### src/rtl/uart_pkg.sv
// Shared definitions for the UART transmit arbiter: FSM state encoding and default payload width.
package uart_pkg;

    localparam int UART_DATA_WIDTH = 8;

    typedef enum logic [1:0] {
        ST_IDLE     = 2'd0,
        ST_LAUNCH   = 2'd1,
        ST_WAIT_ACK = 2'd2,
        ST_WAIT_END = 2'd3
    } state_t;

endpackage

### src/rtl/rr_pick.sv
// Combinational round-robin search: first set request at or above ptr, wrapping around.
module rr_pick #(
    parameter int NUM_REQ = 4,
    parameter int PTR_W   = 2
) (
    input  logic [NUM_REQ-1:0] req,
    input  logic [PTR_W-1:0]   ptr,
    output logic [NUM_REQ-1:0] winner,
    output logic [PTR_W-1:0]   winner_idx,
    output logic               valid
);

    int idx;

    always_comb begin
        winner     = '0;
        winner_idx = '0;
        valid      = 1'b0;
        idx        = 0;
        for (int k = 0; k < NUM_REQ; k++) begin
            idx = int'(ptr) + k;
            if (idx >= NUM_REQ) idx = idx - NUM_REQ;
            if (!valid && req[idx]) begin
                valid       = 1'b1;
                winner[idx] = 1'b1;
                winner_idx  = PTR_W'(idx);
            end
        end
    end

endmodule

### src/rtl/uart_tx_arbiter.sv
// Round-robin arbiter sharing one UART transmitter among NUM_REQ requesters.
// Optional WAIT_ACK timeout with tx_err pulse is enabled by defining UART_ARB_TIMEOUT_EN.
module uart_tx_arbiter
    import uart_pkg::*;
#(
    parameter int DATA_WIDTH = UART_DATA_WIDTH,
    parameter int NUM_REQ    = 4,
    parameter int TIMEOUT    = 64
) (
    input  logic                          clk,
    input  logic                          rst_n,
    input  logic [NUM_REQ-1:0]            req,
    input  logic [NUM_REQ*DATA_WIDTH-1:0] req_data,
    output logic [NUM_REQ-1:0]            grant,
    output logic                          tx_start,
    output logic [DATA_WIDTH-1:0]         tx_data,
    input  logic                          tx_busy,
    output logic                          arb_idle,
    output logic                          tx_err
);

    localparam int PW = (NUM_REQ > 1) ? $clog2(NUM_REQ) : 1;

    if (NUM_REQ < 2 || NUM_REQ > 8) begin : g_bad_num_req
        $error("uart_tx_arbiter: NUM_REQ must be in 2..8");
    end
    if (TIMEOUT < 1) begin : g_bad_timeout
        $error("uart_tx_arbiter: TIMEOUT must be at least 1");
    end

    state_t                 state, state_nxt;
    logic [PW-1:0]          rr_ptr;
    logic [NUM_REQ-1:0]     pick_oh;
    logic [PW-1:0]          pick_idx;
    logic                   pick_vld;
    logic [DATA_WIDTH-1:0]  sel_data;
    logic                   launch;

    rr_pick #(
        .NUM_REQ (NUM_REQ),
        .PTR_W   (PW)
    ) u_rr_pick (
        .req        (req),
        .ptr        (rr_ptr),
        .winner     (pick_oh),
        .winner_idx (pick_idx),
        .valid      (pick_vld)
    );

    always_comb begin
        sel_data = '0;
        for (int i = 0; i < NUM_REQ; i++) begin
            if (pick_oh[i]) sel_data = sel_data | req_data[i*DATA_WIDTH +: DATA_WIDTH];
        end
    end

`ifdef UART_ARB_TIMEOUT_EN
    localparam int TMO_W = $clog2(TIMEOUT + 1);
    logic [TMO_W-1:0] tmo_cnt;
    logic             tmo_hit;
`endif

    always_comb begin
        state_nxt = state;
`ifdef UART_ARB_TIMEOUT_EN
        tmo_hit   = 1'b0;
`endif
        case (state)
            ST_IDLE:     if (pick_vld && !tx_busy) state_nxt = ST_LAUNCH;
            ST_LAUNCH:   state_nxt = ST_WAIT_ACK;
            ST_WAIT_ACK: begin
                if (tx_busy) begin
                    state_nxt = ST_WAIT_END;
                end
`ifdef UART_ARB_TIMEOUT_EN
                else if (tmo_cnt == TMO_W'(TIMEOUT - 1)) begin
                    state_nxt = ST_IDLE;
                    tmo_hit   = 1'b1;
                end
`endif
            end
            ST_WAIT_END: if (!tx_busy) state_nxt = ST_IDLE;
            default:     state_nxt = ST_IDLE;
        endcase
    end

    assign launch = (state == ST_IDLE) && (state_nxt == ST_LAUNCH);

    // Outputs are registered from the next-state decision so they line up with the state.
    always_ff @(posedge clk) begin
        if (!rst_n) begin
            state    <= ST_IDLE;
            rr_ptr   <= '0;
            grant    <= '0;
            tx_start <= 1'b0;
            tx_data  <= '0;
            arb_idle <= 1'b1;
        end else begin
            state    <= state_nxt;
            grant    <= launch ? pick_oh : '0;
            tx_start <= launch;
            arb_idle <= (state_nxt == ST_IDLE);
            if (launch) begin
                tx_data <= sel_data;
                rr_ptr  <= (pick_idx == PW'(NUM_REQ - 1)) ? '0 : pick_idx + 1'b1;
            end
        end
    end

`ifdef UART_ARB_TIMEOUT_EN
    // Counts consecutive WAIT_ACK cycles without tx_busy; cleared everywhere else.
    always_ff @(posedge clk) begin
        if (!rst_n) begin
            tmo_cnt <= '0;
            tx_err  <= 1'b0;
        end else begin
            tmo_cnt <= (state == ST_WAIT_ACK && state_nxt == ST_WAIT_ACK) ? tmo_cnt + 1'b1 : '0;
            tx_err  <= tmo_hit;
        end
    end
`else
    assign tx_err = 1'b0;
`endif

endmodule

### config.mk
export PLATFORM = sky130hd
export DESIGN_NAME = uart_tx_arbiter
export DESIGN_NICKNAME = d
export VERILOG_FILES = /design/src/rtl/uart_pkg.sv /design/src/rtl/rr_pick.sv /design/src/rtl/uart_tx_arbiter.sv
export SDC_FILE = /design/constraint.sdc
export NUM_CORES = 1
export LEC_CHECK = 0
export ABC_AREA = 1
export CAP_MARGIN = 20
export CORE_ASPECT_RATIO = 1.4
export CORE_UTILIZATION = 50
export DETAILED_ROUTE_END_ITERATION = 7
export DONT_BUFFER_PORTS = 1
export GPL_TIMING_DRIVEN = 0
export PLACE_DENSITY = 0.68
export SLEW_MARGIN = 20
export SYNTH_ARGS = -nofsm -noshare
export SYNTH_HDL_FRONTEND = slang
export SYNTH_SLANG_ARGS = --single-unit
export TNS_END_PERCENT = 10
### constraint.sdc
create_clock -name clk -period 2.01 [get_ports clk]
set_clock_uncertainty 0.05 [all_clocks]
set_input_delay 0.402 -clock clk [delete_from_list [all_inputs] [get_ports clk]]
set_output_delay 0.402 -clock clk [all_outputs]
set_load 0.02 [all_outputs]
==> results of run 1 <==
worst register-to-register path, stage by stage, from the launching register on:
cell                      delay, ps
sky130_fd_sc_hd__dfxtp_4        410
sky130_fd_sc_hd__inv_4           50
sky130_fd_sc_hd__ha_4           290
sky130_fd_sc_hd__inv_4           40
sky130_fd_sc_hd__nand2_2         70
sky130_fd_sc_hd__nand2_2         60
sky130_fd_sc_hd__nor2_4         140
sky130_fd_sc_hd__buf_6          120
sky130_fd_sc_hd__nand4_1        170
sky130_fd_sc_hd__nand3_2        220
sky130_fd_sc_hd__nand2_1         90
sky130_fd_sc_hd__nand3_1         70
sky130_fd_sc_hd__nor2_1          40
sky130_fd_sc_hd__nor2_1          80
registers in the layout (all words and copies together) (netlist names), named ones only:
| signal | count |
|---|---|
| arb_idle | 1 |
| grant | 4 |
| rr_ptr | 1 |
| state | 2 |
| tx_data | 8 |
| tx_start | 1 |
cell families (layout without fill, tap and decap cells):
logic type | count (synthesis) | in the layout | share of synthesized area [%]
buffers and inverters | 24 | 34 | 9.09
other | 1 | 1 | 0.296
adders and majority gates | 4 | 4 | 3.95
DFF | 18 | 18 | 28.5
and+or+nand+nor | 136 | 137 | 48.4
AOI/OAI and AO/OA | 22 | 22 | 9.78
final cells by class:
class	instances	area share [%]
Buffer	4	2.57
Clock buffer	4	2.49
Inverter	20	5.83
Multi-Input combinational cell	164	58.1
Sequential cell	18	25.2
Tap cell	34	2.91
Timing Repair Buffer	6	2.91
cells in the mapped netlist:
library cell	number
sky130_fd_sc_hd__nand2_1	79
sky130_fd_sc_hd__nand3_2	6
sky130_fd_sc_hd__nand3_1	17
sky130_fd_sc_hd__a21boi_0	3
sky130_fd_sc_hd__buf_4	1
sky130_fd_sc_hd__a21boi_1	1
sky130_fd_sc_hd__nor2_1	20
sky130_fd_sc_hd__ha_1	4
sky130_fd_sc_hd__buf_6	1
sky130_fd_sc_hd__buf_1	1
sky130_fd_sc_hd__a31oi_1	1
sky130_fd_sc_hd__inv_2	2
sky130_fd_sc_hd__o21ai_1	7
sky130_fd_sc_hd__inv_1	17
sky130_fd_sc_hd__nor2_4	1
sky130_fd_sc_hd__conb_1	1
sky130_fd_sc_hd__a21oi_1	5
sky130_fd_sc_hd__buf_8	1
sky130_fd_sc_hd__a211oi_1	1
sky130_fd_sc_hd__nand2_4	1
sky130_fd_sc_hd__dfxtp_1	18
sky130_fd_sc_hd__nand4_1	4
sky130_fd_sc_hd__nor3_1	1
sky130_fd_sc_hd__nand2_2	7
sky130_fd_sc_hd__inv_4	1
sky130_fd_sc_hd__o21ai_0	4
final timing paths:
path	slack, ps	cells past startpoint	end	start
setup / recovery	50	13	tx_data[0]	rr_ptr[1]
hold reg to reg	460	1	state[1]	state[0]
hold / removal	210	2	state[1]	rst_n
setup reg to reg	50	13	tx_data[0]	rr_ptr[1]
what timing repair did:
action                     in CTS  in global routing
resized for setup              11                  8
cloned                          1                  1
pin swaps                       2                 10
setup endpoints to repair      15                 10
setup buffers                   2                  3
stage by stage:
stage | hold slack [ps] | std cells | setup TNS [ps] | worst slack [ps]
final | 215 | 250 | 0 | 49.5
after global routing | 232 | 250 | -237 | -79.4
after CTS | 204 | 246 | 0 | 32.7
after detailed placement | 437 | 239 | -2770 | -284
after global placement | 427 | 239 | -2360 | -243
after floorplan | 411 | 205 | 0 | 62.8
cell usage in the layout (no fill, tap or decap):
cell type	count
sky130_fd_sc_hd__ha_4	1
sky130_fd_sc_hd__dfxtp_1	16
sky130_fd_sc_hd__ha_1	3
sky130_fd_sc_hd__nand2_1	77
sky130_fd_sc_hd__a21oi_1	3
sky130_fd_sc_hd__nor3_1	1
sky130_fd_sc_hd__nand2_4	1
sky130_fd_sc_hd__inv_4	4
sky130_fd_sc_hd__a31oi_1	1
sky130_fd_sc_hd__a21boi_1	1
sky130_fd_sc_hd__buf_1	1
sky130_fd_sc_hd__nand3_4	1
sky130_fd_sc_hd__nor2_4	2
sky130_fd_sc_hd__a21oi_4	1
sky130_fd_sc_hd__nand3_1	17
sky130_fd_sc_hd__nand3_2	6
sky130_fd_sc_hd__conb_1	1
sky130_fd_sc_hd__dfxtp_4	2
sky130_fd_sc_hd__nor2_1	19
sky130_fd_sc_hd__clkbuf_8	1
sky130_fd_sc_hd__clkbuf_4	3
sky130_fd_sc_hd__a21boi_0	3
sky130_fd_sc_hd__buf_8	1
sky130_fd_sc_hd__inv_1	15
sky130_fd_sc_hd__a211oi_1	1
sky130_fd_sc_hd__buf_4	6
sky130_fd_sc_hd__nand4_1	4
sky130_fd_sc_hd__nand2_2	9
sky130_fd_sc_hd__buf_2	1
sky130_fd_sc_hd__o21ai_0	4
sky130_fd_sc_hd__a21oi_2	1
sky130_fd_sc_hd__o21ai_1	7
sky130_fd_sc_hd__buf_6	1
sky130_fd_sc_hd__inv_2	1
layer usage:
metal  track usage [%]  vias up
met4              6.93        0
li1                  -      678
met1              23.4      565
met5                 0        -
met3              2.64        8
met2              42.0       39
power breakdown:
part	internal (mW)	switching (mW)	leakage (nW)
logic	0.480	0.837	0.568
registers	0.447	0.140	0.150
clock network	0.110	0.108	0.0210
==> Implementation_results.wiki, run 1 <==
{| class="wikitable"
! Metric !! Value
|-
| Effective utilization at floorplan || 53.0%
|-
| Remaining Overflow, GRT || 0
|-
| Clock-pin slew on the worst setup and hold paths || 100 ps
|-
| Series of cell instances along the critical path || inv_4 > ha_4 > inv_4 > nand2_2 > nand2_2 > nor2_4 > buf_6 > nand4_1 > nand3_2 > nand2_1 > nand3_1 > nor2_1 > nor2_1
|-
| Setup repair after global routing missed its margin || true
|-
| Yosys top cell by area || sky130_fd_sc_hd__dfxtp_1
|-
| Synth area leaders || sky130_fd_sc_hd__dfxtp_1 (28%), sky130_fd_sc_hd__nand2_1 (23%), sky130_fd_sc_hd__nand3_1 (6.7%)
|-
| # DRC || 0
|-
| Mean post-synth cell area || 6.18 µm²
|-
| Req. time, crit path || 2190 ps
|-
| CTS tree || yes
|-
| Die height || 61.5 µm
|-
| Met3 wire length || 128 µm
|-
| Maximum number of pins on one net before global-route repair || 11
|-
| Summed area of non-filler cells in the final layout || 0.00146 mm²
|-
| Critical Path Slowest Stage Cell || sky130_fd_sc_hd__dfxtp_4
|-
| Total chip power || 2.12 mW
|-
| Net total in the final layout || 260
|-
| Hold buffer count at CTS || 0
|-
| Flip-flop and latch area || 368 µm²
|-
| Detailed-route wire length per cell || 12.7 µm
|-
| Vias in the first global route || 986
|-
| Share of the synthesized area in the top cell type || 28.5%
|-
| Antenna diode count || 0
|-
| Total CTS buffers || 3
|-
| Warnings, synthesis || 0
|-
| Sort of element at the start of the critical path || register
|-
| Layout filler cell count || 233
|-
| Power density of the placed cells || 1450 mW/mm²
|-
| Post-Route WL || 3180 µm
|-
| Count of TritonRoute iterations in the first routing pass || 4
|-
| Area of the multi-input gates || 848 µm²
|-
| Number of antenna violations at the first check in global routing || 0
|-
| Post-Synthesis Cells || 205
|-
| H-Tree Depth || 1
|-
| Clock tree sinks || 18
|-
| Run status || finished, final reports clean
|-
| HP Class || in -> reg
|-
| Critical Path Max Stage Delay || 410 ps
|-
| Number of violations of the max-capacitance limit || 0
|-
| Static power due to leakage || 0.738 nW
|-
| Clock latency at the later pin of the worst-skew pair || 280 ps
|-
| WS Path Type || reg -> reg
|-
| Routed metal-1 wire length || 1290 µm
|-
| Drt first-iter violations || 32
|-
| Area of the die || 0.00274 mm²
|-
| Crit path time final || 1960 ps
|-
| Total setup violations reported at the end of the flow || 0
|-
| Floorplan Core Area || 0.00239 mm²
|-
| Cell at the root of the clock tree || sky130_fd_sc_hd__clkbuf_4
|-
| Gr usage total || 21.5%
|-
| Final weighted congestion of routability-driven global placement || 0.831
|-
| Register area share after synthesis || 28.5%
|-
| Uppermost metal layer occupied by signal nets || met4
|-
| Post-DR vias/cell || 5.16
|-
| Post-detailed-placement cell area || 0.00131 mm²
|-
| Area added between synthesis and finish || 15.3%
|-
| IO buf count || 0
|-
| Layout Utilization || 61.1%
|-
| Detailed-placement wirelength estimate || 2150 µm
|-
| CP max FO || 6
|-
| Count of state elements after synthesis || 18
|-
| Total count of hold-check failures in the final report || 0
|-
| Share of final-layout standard cells stronger than drive strength 1 || 19.4%
|-
| Synth Cell Area || 0.00127 mm²
|-
| Largest delay contributor family on the critical path || simple AND/OR/NAND/NOR gates
|-
| Die Wd || 44.5 µm
|-
| Antenna Violating Nets Remaining || 0
|-
| Max Transition Viols Final || 0
|-
| Yosys cell types || 26
|-
| Total via count in the routed design || 1,290
|-
| Wire length of the first global-routing pass || 4340 µm
|-
| Worst Path Buf+Inv || 3
|-
| Standard-cell rows || 21
|-
| Worst setup EP type || register
|-
| Met2 WL || 1710 µm
|-
| Share of the clock period used by the worst path || 97.5%
|-
| Arr. time, crit path || 2140 ps
|-
| FMAX || 510 MHz
|-
| Total nets after synthesis || 248
|-
| Top Ports || 54
|-
| Number of buffers on the longest clock path || 2
|-
| Worst voltage drop across the vdd grid || 0.703 mV
|}
No activity file was read; power rests on OpenSTA's default activity.
==> inputs of run 2 (changes only) <==
--- a/config.mk
+++ b/config.mk
@@ -8,11 +8,12 @@
 export ABC_AREA = 1
 export CAP_MARGIN = 20
 export CORE_ASPECT_RATIO = 1.4
-export CORE_UTILIZATION = 50
+export CORE_UTILIZATION = 62
+export CTS_CLUSTER_DIAMETER = 100
 export DETAILED_ROUTE_END_ITERATION = 7
 export DONT_BUFFER_PORTS = 1
 export GPL_TIMING_DRIVEN = 0
-export PLACE_DENSITY = 0.68
+export PLACE_DENSITY = 0.78
 export SLEW_MARGIN = 20
 export SYNTH_ARGS = -nofsm -noshare
 export SYNTH_HDL_FRONTEND = slang
==> constraint.sdc (replaced) <==
create_clock -name clk -period 1.9 [get_ports clk]
set_clock_uncertainty 0.05 [all_clocks]
set_input_delay 0.38 -clock clk [delete_from_list [all_inputs] [get_ports clk]]
set_output_delay 0.38 -clock clk [all_outputs]
set_load 0.02 [all_outputs]
==> Implementation_results.wiki, run 2 (synthesized netlist as in run 1, its figures left out) <==
{| class="wikitable"
! Metric !! Value
|-
| Violated checks || negative setup slack
|-
| CP max FO || 5
|-
| Arr. time, crit path || 2220 ps
|-
| Detailed-placement wirelength estimate || 2150 µm
|-
| Top Ports || 54
|-
| Biggest registers after layout || tx_data: 8 flops, grant: 4 flops, state: 2 flops
|-
| # DRC || 0
|-
| Top reg by flops || tx_data
|-
| Area of the die || 0.00223 mm²
|-
| Req. time, crit path || 2090 ps
|-
| Post-DR vias/cell || 5.86
|-
| CTS tree || yes
|-
| Hold_ws || 183 ps
|-
| Share of final-layout standard cells stronger than drive strength 1 || 27.2%
|-
| Vias in the first global route || 1,163
|-
| Met2 demand-to-capacity share in global routing || 55.5%
|-
| Worst reg2reg startpoint || rr_ptr[1]
|-
| Wire length of the first global-routing pass || 4730 µm
|-
| Total count of hold-check failures in the final report || 0
|-
| Maximum number of pins on one net before global-route repair || 11
|-
| Antenna diode count || 0
|-
| Launching element of the worst setup path || rr_ptr[1]
|-
| Gr usage total || 29.5%
|-
| Power density of the placed cells || 1600 mW/mm²
|-
| Post-detailed-placement cell area || 0.00129 mm²
|-
| Run status || finished with violations
|-
| Layout filler cell count || 132
|-
| Register-to-register path setup slack || -120 ps
|-
| Final weighted congestion of routability-driven global placement || 0.739
|-
| TNS Setup || -681 ps
|-
| Clock-pin slew on the worst setup and hold paths || 110 ps
|-
| Effective utilization at floorplan || 65.0%
|-
| Flip-flop count of the largest register, all copies and words added || 8
|-
| R2R cell count || 13
|-
| GR Util met3 || 4.82%
|-
| Drt first-iter violations || 106
|-
| Worst voltage drop across the vdd grid || 1.07 mV
|-
| Number of antenna violations at the first check in global routing || 0
|-
| Commonest cells after routing, fill and taps aside || sky130_fd_sc_hd__nand2_1 (72), sky130_fd_sc_hd__nor2_1 (18), sky130_fd_sc_hd__dfxtp_1 (16), sky130_fd_sc_hd__inv_1 (15), sky130_fd_sc_hd__nand3_1 (15)
|-
| Area added between synthesis and finish || 24.8%
|-
| Die height || 55.5 µm
|-
| HP Class || in -> reg
|-
| Pre-CTS setup slack || -270 ps
|-
| Standard-cell rows || 19
|-
| Floorplan Core Area || 0.00195 mm²
|-
| Count of TritonRoute iterations in the first routing pass || 7
|-
| Summed area of non-filler cells in the final layout || 0.00158 mm²
|-
| Endpoint of the lowest-slack register-to-register path || tx_data[6]
|-
| Number of buffers on the longest clock path || 2
|-
| Share of the clock period used by the worst path || 106%
|-
| WS Path Type || reg -> reg
|-
| Total via count in the routed design || 1,436
|-
| Antenna Violating Nets Remaining || 0
|-
| Clock tree sinks || 18
|-
| Net total in the final layout || 268
|-
| Max Transition Viols Final || 0
|-
| Total setup violations reported at the end of the flow || 9
|-
| Least setup slack across all paths after layout || -123 ps
|-
| Leading cell type in the layout, fill and taps excluded || sky130_fd_sc_hd__nand2_1
|-
| Cell at the root of the clock tree || sky130_fd_sc_hd__clkbuf_4
|-
| FMAX || 494 MHz
|-
| Post-Route WL || 3780 µm
|-
| Static power due to leakage || 0.807 nW
|-
| Number of violations of the max-capacitance limit || 0
|-
| Total CTS buffers || 3
|-
| Remaining Overflow, GRT || 0
|-
| H-Tree Depth || 1
|-
| Die Wd || 40.2 µm
|-
| Crit path time final || 2020 ps
|-
| Worst setup EP type || register
|-
| Sort of element at the start of the critical path || register
|-
| Met1 track demand over resource || 28.5%
|-
| Setup repair after global routing missed its margin || true
|-
| Timing endpoint of the critical path || tx_data[6]
|-
| IO buf count || 0
|-
| Clock latency at the later pin of the worst-skew pair || 290 ps
|-
| Layer with the highest usage after global routing || met2
|-
| Detailed-route wire length per cell || 15.4 µm
|}
-- run 2: how the worst min path moves through the flow --
| stage | startpoint | to | cells after the start |
|---|---|---|---|
| floorplan | state[0] | state[1] | 1 |
| global placement | state[0] | state[1] | 1 |
| detailed placement | state[0] | state[1] | 1 |
| finish | rst_n | state[1] | 2 |
| CTS | rst_n | state[1] | 2 |
| global route | rst_n | state[1] | 2 |
-- run 2: layout make-up --
cell class | instances | area [µm²] | area share, %
plain buffers | 4 | 37.5 | 2.38
clock buffers | 4 | 36.3 | 2.30
inverters | 20 | 90.1 | 5.70
multi-input cells | 166 | 935 | 59.1
flip-flops and latches | 18 | 368 | 23.3
well taps | 21 | 26.3 | 1.66
repair buffers | 12 | 87.6 | 5.54
-- run 2: worst max-delay path, stage by stage, from the launching register on --
cell                      delay (ps)
sky130_fd_sc_hd__dfxtp_4         400
sky130_fd_sc_hd__inv_6            40
sky130_fd_sc_hd__ha_4            290
sky130_fd_sc_hd__inv_4            40
sky130_fd_sc_hd__nand2_2          50
sky130_fd_sc_hd__nand2_2          60
sky130_fd_sc_hd__nor2_4          130
sky130_fd_sc_hd__buf_6           130
sky130_fd_sc_hd__nand4_1         240
sky130_fd_sc_hd__nand3_4         230
sky130_fd_sc_hd__nand2_1          80
sky130_fd_sc_hd__nand3_1          90
sky130_fd_sc_hd__nor2_1           50
sky130_fd_sc_hd__nor2_1           70
-- run 2: repair_timing --
action / in CTS / in global routing
pin swaps: 8 / 9
setup buffers: 7 / 4
endpoints found under the setup margin: 14 / 13
hold endpoints to repair: 0 / 0
cloned: 2 / 2
gates resized for setup: 12 / 25
hold buffers: 0 / 0
-- run 2: power breakdown --
| group | total (mW) | switching [mW] | internal (mW) |
|---|---|---|---|
| clock | 0.240 | 0.124 | 0.117 |
| sequential | 0.619 | 0.146 | 0.473 |
| combinational | 1.68 | 1.04 | 0.636 |
| total | 2.53 | 1.31 | 1.23 |
-- run 2: routing by layer --
metal	vias up	part of all wire, %
met4	0	3.0
met5	-	0
met2	82	55
met3	14	6.3
li1	696	-
met1	644	35
-- run 2: stage by stage --
stage | utilization, % | cells | power, mW
6_report | 81.1 | 245 | 2.53
3_3_place_gp | 66.4 | 226 | 1.73
2_1_floorplan | - | 205 | 1.56
5_1_grt | 81.1 | 245 | 2.70
3_5_place_dp | 66.4 | 226 | 1.77
4_1_cts | 73.5 | 239 | 2.19
